`src/rtl/asp_net_pkg.sv`:
```
// Shared types, constants and the keyed tag function for the ASP network endpoint.
package asp_net_pkg;

    localparam int KEY_SIZE      = 16;
    localparam int MAX_DATA_SIZE = 256;
    localparam int MAX_TAG_SIZE  = 32;
    localparam int DIDX_W        = $clog2(MAX_DATA_SIZE);
    localparam int TIDX_W        = $clog2(MAX_TAG_SIZE);

    typedef enum logic [1:0] {
        TX_IDLE,
        TX_SEND,
        TX_WAIT_ACK
    } tx_state_t;

    // Folds the payload into tag_size-bit chunks by XOR, then mixes in both key bytes.
    // Operates on maximum-width vectors so any DATA_SIZE/TAG_SIZE pair can share it;
    // callers zero-extend the data and truncate the result to their own widths.
    function automatic logic [MAX_TAG_SIZE-1:0] calc_tag(
        input logic [MAX_DATA_SIZE-1:0] data,
        input logic [KEY_SIZE-1:0]      key,
        input int                       data_size,
        input int                       tag_size
    );
        logic [MAX_TAG_SIZE-1:0] acc;
        acc = '0;
        for (int b = 0; b < MAX_DATA_SIZE; b++) begin
            if (b < data_size) begin
                acc[TIDX_W'(b % tag_size)] = acc[TIDX_W'(b % tag_size)] ^ data[DIDX_W'(b)];
            end
        end
        acc[7:0] = acc[7:0] ^ key[7:0] ^ key[15:8];
        return acc;
    endfunction

endpackage

```
`src/rtl/asp_net_tag_check.sv`:
```
// Registered receive stage: recomputes the keyed tag of each incoming word and
// turns the comparison into one-cycle ACK / data-valid / tag-error pulses.
module asp_net_tag_check
    import asp_net_pkg::*;
#(
    parameter int DATA_SIZE = 32,
    parameter int TAG_SIZE  = 8
) (
    input  logic                          clk,
    input  logic                          reset,
    input  logic [KEY_SIZE-1:0]           key_in,
    input  logic                          rx_valid_in,
    input  logic [DATA_SIZE+TAG_SIZE-1:0] rx_data_tag_in,
    output logic                          ack_out,
    output logic [DATA_SIZE-1:0]          rx_data_out,
    output logic                          rx_data_valid_out,
    output logic                          rx_tag_error_out
);

    logic [DATA_SIZE-1:0] rx_data;
    logic [TAG_SIZE-1:0]  rx_tag;
    logic [TAG_SIZE-1:0]  exp_tag;
    logic                 tag_match;

    logic                 ack_d, ack_q;
    logic                 valid_d, valid_q;
    logic                 err_d, err_q;
    logic [DATA_SIZE-1:0] data_d, data_q;

    // Split the incoming word, compare its tag, and decide next-cycle pulses and held payload.
    always_comb begin
        rx_data   = rx_data_tag_in[DATA_SIZE+TAG_SIZE-1:TAG_SIZE];
        rx_tag    = rx_data_tag_in[TAG_SIZE-1:0];
        exp_tag   = TAG_SIZE'(calc_tag(MAX_DATA_SIZE'(rx_data), key_in, DATA_SIZE, TAG_SIZE));
        tag_match = (exp_tag == rx_tag);
        ack_d     = rx_valid_in && tag_match;
        valid_d   = rx_valid_in && tag_match;
        err_d     = rx_valid_in && !tag_match;
        data_d    = ack_d ? rx_data : data_q;
    end

    // Register the compare results; a low reset clears every output.
    always_ff @(posedge clk) begin
        if (!reset) begin
            ack_q   <= 1'b0;
            valid_q <= 1'b0;
            err_q   <= 1'b0;
            data_q  <= '0;
        end else begin
            ack_q   <= ack_d;
            valid_q <= valid_d;
            err_q   <= err_d;
            data_q  <= data_d;
        end
    end

    assign ack_out           = ack_q;
    assign rx_data_valid_out = valid_q;
    assign rx_tag_error_out  = err_q;
    assign rx_data_out       = data_q;

endmodule

```
`src/rtl/asp_net_endpoint.sv`:
```
// Network-side link partner of the ASP: an independent tag-checking receive stage
// plus a transmit FSM that sends tagged words and retransmits on ACK timeout.
module asp_net_endpoint
    import asp_net_pkg::*;
#(
    parameter int DATA_SIZE   = 32,
    parameter int TAG_SIZE    = 8,
    parameter int ACK_TIMEOUT = 16,
    parameter int MAX_RETRY   = 3
) (
    input  logic                          clk,
    input  logic                          reset,
    input  logic [KEY_SIZE-1:0]           key_in,
    input  logic                          rx_valid_in,
    input  logic [DATA_SIZE+TAG_SIZE-1:0] rx_data_tag_in,
    output logic                          ack_out,
    output logic [DATA_SIZE-1:0]          rx_data_out,
    output logic                          rx_data_valid_out,
    output logic                          rx_tag_error_out,
    input  logic                          tx_req_in,
    input  logic [DATA_SIZE-1:0]          tx_data_in,
    output logic                          tx_busy_out,
    output logic                          tx_valid_out,
    output logic [DATA_SIZE+TAG_SIZE-1:0] tx_data_tag_out,
    input  logic                          ack_in,
    output logic                          tx_done_out,
    output logic                          tx_fail_out
);

    localparam int TIMER_W = $clog2(ACK_TIMEOUT) + 1;
    localparam int RETRY_W = $clog2(MAX_RETRY + 1) + 1;

    tx_state_t                     state_d, state_q;
    logic [TIMER_W-1:0]            timer_d, timer_q;
    logic [RETRY_W-1:0]            retry_d, retry_q;
    logic [DATA_SIZE+TAG_SIZE-1:0] tx_word_d, tx_word_q;
    logic                          tx_valid_d, tx_valid_q;
    logic                          tx_done_d, tx_done_q;
    logic                          tx_fail_d, tx_fail_q;
    logic [TAG_SIZE-1:0]           tx_tag;

    asp_net_tag_check #(
        .DATA_SIZE (DATA_SIZE),
        .TAG_SIZE  (TAG_SIZE)
    ) u_tag_check (
        .clk               (clk),
        .reset             (reset),
        .key_in            (key_in),
        .rx_valid_in       (rx_valid_in),
        .rx_data_tag_in    (rx_data_tag_in),
        .ack_out           (ack_out),
        .rx_data_out       (rx_data_out),
        .rx_data_valid_out (rx_data_valid_out),
        .rx_tag_error_out  (rx_tag_error_out)
    );

    // Transmit FSM next-state: latch and tag on request, strobe on entry to SEND, time out and retry in WAIT_ACK.
    always_comb begin
        state_d    = state_q;
        timer_d    = timer_q;
        retry_d    = retry_q;
        tx_word_d  = tx_word_q;
        tx_valid_d = 1'b0;
        tx_done_d  = 1'b0;
        tx_fail_d  = 1'b0;
        tx_tag     = TAG_SIZE'(calc_tag(MAX_DATA_SIZE'(tx_data_in), key_in, DATA_SIZE, TAG_SIZE));
        case (state_q)
            TX_IDLE: begin
                if (tx_req_in) begin
                    tx_word_d  = {tx_data_in, tx_tag};
                    retry_d    = '0;
                    timer_d    = '0;
                    tx_valid_d = 1'b1;
                    state_d    = TX_SEND;
                end
            end
            TX_SEND: begin
                timer_d = '0;
                state_d = TX_WAIT_ACK;
            end
            TX_WAIT_ACK: begin
                if (ack_in) begin
                    tx_done_d = 1'b1;
                    retry_d   = '0;
                    timer_d   = '0;
                    state_d   = TX_IDLE;
                end else if (timer_q == TIMER_W'(ACK_TIMEOUT - 1)) begin
                    timer_d = '0;
                    if (retry_q < RETRY_W'(MAX_RETRY)) begin
                        retry_d    = retry_q + RETRY_W'(1);
                        tx_valid_d = 1'b1;
                        state_d    = TX_SEND;
                    end else begin
                        tx_fail_d = 1'b1;
                        state_d   = TX_IDLE;
                    end
                end else begin
                    timer_d = timer_q + TIMER_W'(1);
                end
            end
            default: state_d = TX_IDLE;
        endcase
    end

    // Transmit state and registered outputs; a low reset abandons any transfer silently.
    always_ff @(posedge clk) begin
        if (!reset) begin
            state_q    <= TX_IDLE;
            timer_q    <= '0;
            retry_q    <= '0;
            tx_word_q  <= '0;
            tx_valid_q <= 1'b0;
            tx_done_q  <= 1'b0;
            tx_fail_q  <= 1'b0;
        end else begin
            state_q    <= state_d;
            timer_q    <= timer_d;
            retry_q    <= retry_d;
            tx_word_q  <= tx_word_d;
            tx_valid_q <= tx_valid_d;
            tx_done_q  <= tx_done_d;
            tx_fail_q  <= tx_fail_d;
        end
    end

    assign tx_busy_out     = (state_q != TX_IDLE);
    assign tx_valid_out    = tx_valid_q;
    assign tx_data_tag_out = tx_word_q;
    assign tx_done_out     = tx_done_q;
    assign tx_fail_out     = tx_fail_q;

endmodule

```
`config.mk`:
```
export PLATFORM = sky130hd
export DESIGN_NAME = asp_net_endpoint
export DESIGN_NICKNAME = d
export VERILOG_FILES = /design/src/rtl/asp_net_pkg.sv /design/src/rtl/asp_net_tag_check.sv /design/src/rtl/asp_net_endpoint.sv
export SDC_FILE = /design/constraint.sdc
export NUM_CORES = 1
export LEC_CHECK = 0
export BUFFER_PORTS_ARGS = -buffer_cell sky130_fd_sc_hd__clkbuf_2
export CORE_UTILIZATION = 44
export DETAILED_ROUTE_END_ITERATION = 8
export PLACE_DENSITY_LB_ADDON = 0.1
export SLEW_MARGIN = 25
export SYNTH_ARGS = -nofsm -noshare
export SYNTH_HDL_FRONTEND = slang
export SYNTH_SLANG_ARGS = --single-unit
```
`constraint.sdc`:
```
create_clock -name clk -period 2.3 [get_ports clk]
set_input_delay 0.46 -clock clk [delete_from_list [all_inputs] [get_ports clk]]
set_output_delay 0.46 -clock clk [all_outputs]
set_load 0.02 [all_outputs]
```
# After elaboration in Yosys (flattened, before gate mapping)
# Cells that the tools add are included.
# Widths: inputs -> output; s select.
# totals
reg_bits	87
inputBits	93
word_cells	109
# op_classes
addsub	2
n_lt_le_gt_ge	1
eq_ne	7
mux	21
n_bitwise	55
reduce_logical	13
# op_table
op	n
$xor 1x1->1	48
$xor 8x8->8	4
$mux 5	3
$pmux 5 s3	1
$mux 3	4
$eq 8x8->1	1
$reduce_and 2->1	4
$mux 1	7
$mux 2	3
$ne 3x3->1 const B	2
$pmux 2 s3	1
$pmux 3 s2	1
$add 5x1->5 const B	1
$eq 5x4->1 const B	1
$reduce_and 4->1	1
$reduce_bool 2->1	2
$reduce_or 4->1	1
$add 3x1->3 const B	1
$lt 3x2->1 const B	1
$not 1->1	3
$reduce_bool 3->1	1
$eq 2x1->1 const B	1
$eq 2x2->1 const B	1
$logic_and 1x1->1	2
other kinds (4)	4

# Logic depth before layout (Yosys ltp)
# logic_depth
ltp_word	8
ltp_mapped	8
ltp_nobuf	6

# Cells and area by module
# A second synthesis with hierarchy kept.
# unflattened
cells_unflattened	448
hier_area_um2	4245.3
# by_module_without_submodules
module	instances	cells_each	area_per_inst_um2	seq_area_each_um2
asp_net_endpoint	1	267	2372.3	1061.0
asp_net_tag_check	1	181	1873.0	680.7

# Least setup slack after synthesis
# OpenSTA, ideal clock, no wires.
# synth_path
kind	input-to-reg
start	input rx_data_tag_in[19]
end	register u_tag_check.data_q[10] (netlist: u_tag_check.rx_data_out[10])
t_arrival_ps	2099
required_time_ps	2228
setup_slack_ps	130
stages	7
n_path_buf	2
cell_sequence	xnor3_1 -> xnor3_1 -> nor4_2 -> and3_1 -> buf_6 -> buf_12 -> mux2i_1
# synth_between
elab_chain_cells	7
# synth_rtl
item	line	text
from (decl)	asp_net_endpoint.sv:15	input logic [DATA_SIZE+TAG_SIZE-1:0] rx_data_tag_in,
$xor 1x1->1 (3 in a row)	asp_net_pkg.sv:29	acc[TIDX_W'(b % tag_size)] = acc[TIDX_W'(b % tag_size)] ^ data[DIDX_W'(b)];
$xor 8x8->8 (2 in a row)	asp_net_pkg.sv:32	acc[7:0] = acc[7:0] ^ key[7:0] ^ key[15:8];
$eq 8x8->1	asp_net_tag_check.sv:35	tag_match = (exp_tag == rx_tag);
$logic_and 1x1->1	asp_net_tag_check.sv:36	ack_d = rx_valid_in && tag_match;
to (signal assigned)	asp_net_tag_check.sv:53	data_q <= data_d;
to (decl)	asp_net_tag_check.sv:28	logic [DATA_SIZE-1:0] data_d, data_q;
# Every way passes these cells.
# A chain may end at the register's enable or synchronous reset.

# Worst setup path in the final report
# layout_path
start	input rx_data_tag_in[19]
end	register u_tag_check.data_q[26] (netlist: u_tag_check.rx_data_out[26])
# Same word-level chain as after synthesis.

==> impl_metrics.json <==
{
  "cp.required_ns": 2.56,
  "rsz0062_at_grt": "false",
  "netlist-cell-type-count": 31,
  "synth_area_per_cell_um2": 9.46,
  "hp-start": "rx_valid_in",
  "portBuffers": 171,
  "drc": 0,
  "netlist_instances": 443,
  "cellPowerDensity_nw_per_um2": 647,
  "clock_path_buffers": 2,
  "initial_utilization_pct": 45.4,
  "place_inst": 732,
  "yosys.area.top_type": "dfxtp_1",
  "max_freq_mhz": 477,
  "synth_seq_cells": 87,
  "ios": 172,
  "syn_nets": 538,
  "endpoint_kind": "flop",
  "hpwl_um": 7690,
  "leakagePower_nw": 2.57,
  "syn2layout_area_growth_pct": 29.3,
  "dr.pass1.iters": 4,
  "synth_edf_count": 0,
  "hold_path.class": "primary input to flop",
  "globalplace.congestion": 0.744,
  "cts_tree": "done",
  "synth.cell_area_um2": 4190,
  "post-cts-setup-buffer-count": 0,
  "viasPerCell": 4.71,
  "grt_start_max_net_pins": 58,
  "antenna_found_initial": 0,
  "synth_top_area_share_pct": 41.5,
  "start_kind": "primary input",
  "finClkSkew_ns": 0.00893,
  "r2r_end": "tx_valid_out",
  "hold-path-endpoint": "u_tag_check.rx_tag_error_out",
  "dr.first_iter.drc_count": 81,
  "yosysSeqAreaShare_pct": 41.5,
  "finalPower_mw": 3.51,
  "drv_slew": 0,
  "fin_crit_sh_pct": 91.2,
  "finalNonFillerCells": 748,
  "numCtsBuffers": 9,
  "peakVddDrop_mv": 0.392,
  "async_flop_share_pct": 0,
  "arrival_ns": 2.36,
  "reg2reg_slack_ns": 0.42,
  "grt_overflow_total": 0,
  "grt_pass1_wl_um": 15800,
  "hold_viol_final": 0,
  "die_h_um": 99.6,
  "fin_hold_ws_ns": 0.344,
  "dieArea_um2": 9920,
  "setup_viol": 0,
  "drive_above_1_share_pct": 33.6,
  "worst-setup-path-type": "primary input to flop",
  "core_area_um2": 9240,
  "h-tree-depth": 3,
  "synth_ff_type": "dfxtp_1",
  "min_period_ns": 2.10,
  "synthTopCellsByArea": "dfxtp_1 42%, nand2_1 13%, xnor2_1 9.8%",
  "cap_violations": 0,
  "cts_hold_buf": 0,
  "cts_resized": 0,
  "cts_root_buffer": "clkbuf_8",
  "grt.total_usage_pct": 20.3,
  "slew_headroom_pct": 55.8,
  "clock-sinks": 87,
  "grt_pass1_vias": 3362,
  "die_x_um": 99.6,
  "finalNetCount": 709,
  "final_antenna_net_count": 0,
  "finalWirelength_um": 9950,
  "diodes": 0,
  "status": "finished clean",
  "wl_per_cell_um": 13.3,
  "n_fill_cell": 863,
  "clock_latency_ns": 0.35,
  "ff2ff_path_depth": 6,
  "yosys_warnings": 0,
  "vias": 3524,
  "tightest_slew_ns": 0.661,
  "clk_pin_slew_ns": 0.08,
  "rows": 35,
  "crit_fanout": 19,
  "whs_path_depth": 3,
  "reg2reg_from": "timer_q[0]"
}
[cell type report]
| type | count | area, um^2 | share of cell area [%] |
|---|---|---|---|
| multi-input combinational | 326 | 2280 | 42.1 |
| sequential | 87 | 1740 | 32.1 |
| timing repair buffer | 188 | 1020 | 18.9 |
| tap | 129 | 161 | 2.98 |
| clock buffer | 11 | 151 | 2.79 |
| clock inverter | 5 | 56.3 | 1.04 |
| inverter | 2 | 7.51 | 0.138 |
[state kept, by name, summed over array words and instances, names as in the netlist]
register and cells:
state_q 2, retry_q 3, tx_done_out 1, tx_valid_out 1
tx_data_tag_out 40, timer_q 5, u_tag_check.rx_tag_error_out 1, u_tag_check.rx_data_valid_out 1
u_tag_check.rx_data_out 32, tx_fail_out 1
[cells in the final DEF, fill, tap and decap left out, types with 8 or more instances in the layout]
| cell type | n |
|---|---|
| nand2_1 | 142 |
| o211a_1 | 8 |
| a21boi_0 | 32 |
| nor2_1 | 8 |
| buf_4 | 15 |
| xnor2_1 | 47 |
| xnor3_1 | 16 |
| dfxtp_1 | 87 |
| clkbuf_2 | 170 |
| a21oi_1 | 8 |
| clkbuf_8 | 11 |
| mux2i_1 | 35 |
[cells by family after synthesis]
family | Yosys count | synth area share (%)
compound gates | 52 | 9.16
xor+xnor | 66 | 19.0
fa+ha+maj | 2 | 0.597
buf+inv | 30 | 4.12
flops | 87 | 41.5
mux | 35 | 8.36
simple gates | 171 | 17.2
[worst max path at each step]
| stage | depth (start not counted) | startpoint | end |
|---|---|---|---|
| after floorplan | 7 | rx_data_tag_in[19] | u_tag_check.rx_data_out[10] |
| after global placement | 7 | rx_data_tag_in[19] | u_tag_check.rx_data_out[6] |
| after detailed placement | 7 | rx_data_tag_in[19] | u_tag_check.rx_data_out[26] |
| after CTS | 7 | rx_data_tag_in[19] | u_tag_check.rx_data_out[26] |
| after global routing | 7 | rx_data_tag_in[19] | u_tag_check.rx_data_out[26] |
| final | 7 | rx_data_tag_in[19] | u_tag_check.rx_data_out[26] |
[worst max-delay path: stages]
cell and delay (ns):
clkbuf_2 0.09, xnor3_1 0.35, xnor3_1 0.40, nor4_2 0.35
and3_2 0.29, buf_12 0.19, mux2i_1 0.22
[layer usage]
metal	GRT usage, %	up-vias	wire (um)
met2	35.1	114	4760
li1	-	1789	-
met4	5.43	0	109
met1	25.3	1611	4490
met3	4.99	10	597
met5	0	-	0
[Yosys cell counts (2+ instances only)]
cell type	n
clkbuf_1	22
xnor2_1	47
and2_1	4
xor2_1	3
nor2_1	8
a21oi_1	8
and4b_1	3
nor3_1	2
xnor3_1	16
ha_1	2
nor2b_1	3
dfxtp_1	87
a21boi_0	32
nand2_1	142
o21ai_0	2
mux2i_1	35
o211a_1	8
inv_1	2
nor3b_1	3
buf_12	3
[stage by stage]
step                      instance area (um^2)  worst slack (ns)  util [%]  TNS (ns)
after CTS                                 5420             0.198      58.7         0
after detailed placement                  5220            -0.161      56.4     -3.53
after floorplan                           4190             0.130         -         0
final                                     5420             0.203      58.7         0
after global routing                      5420            0.0434      58.7         0
after global placement                    5220           -0.0859      56.4     -2.20
[power by group]
group          internal, mW  switching, mW
Sequential             1.57         0.0387
Combinational         0.396          0.399
Clock                 0.560          0.542
No activity file was read; power rests on OpenSTA's default activity.
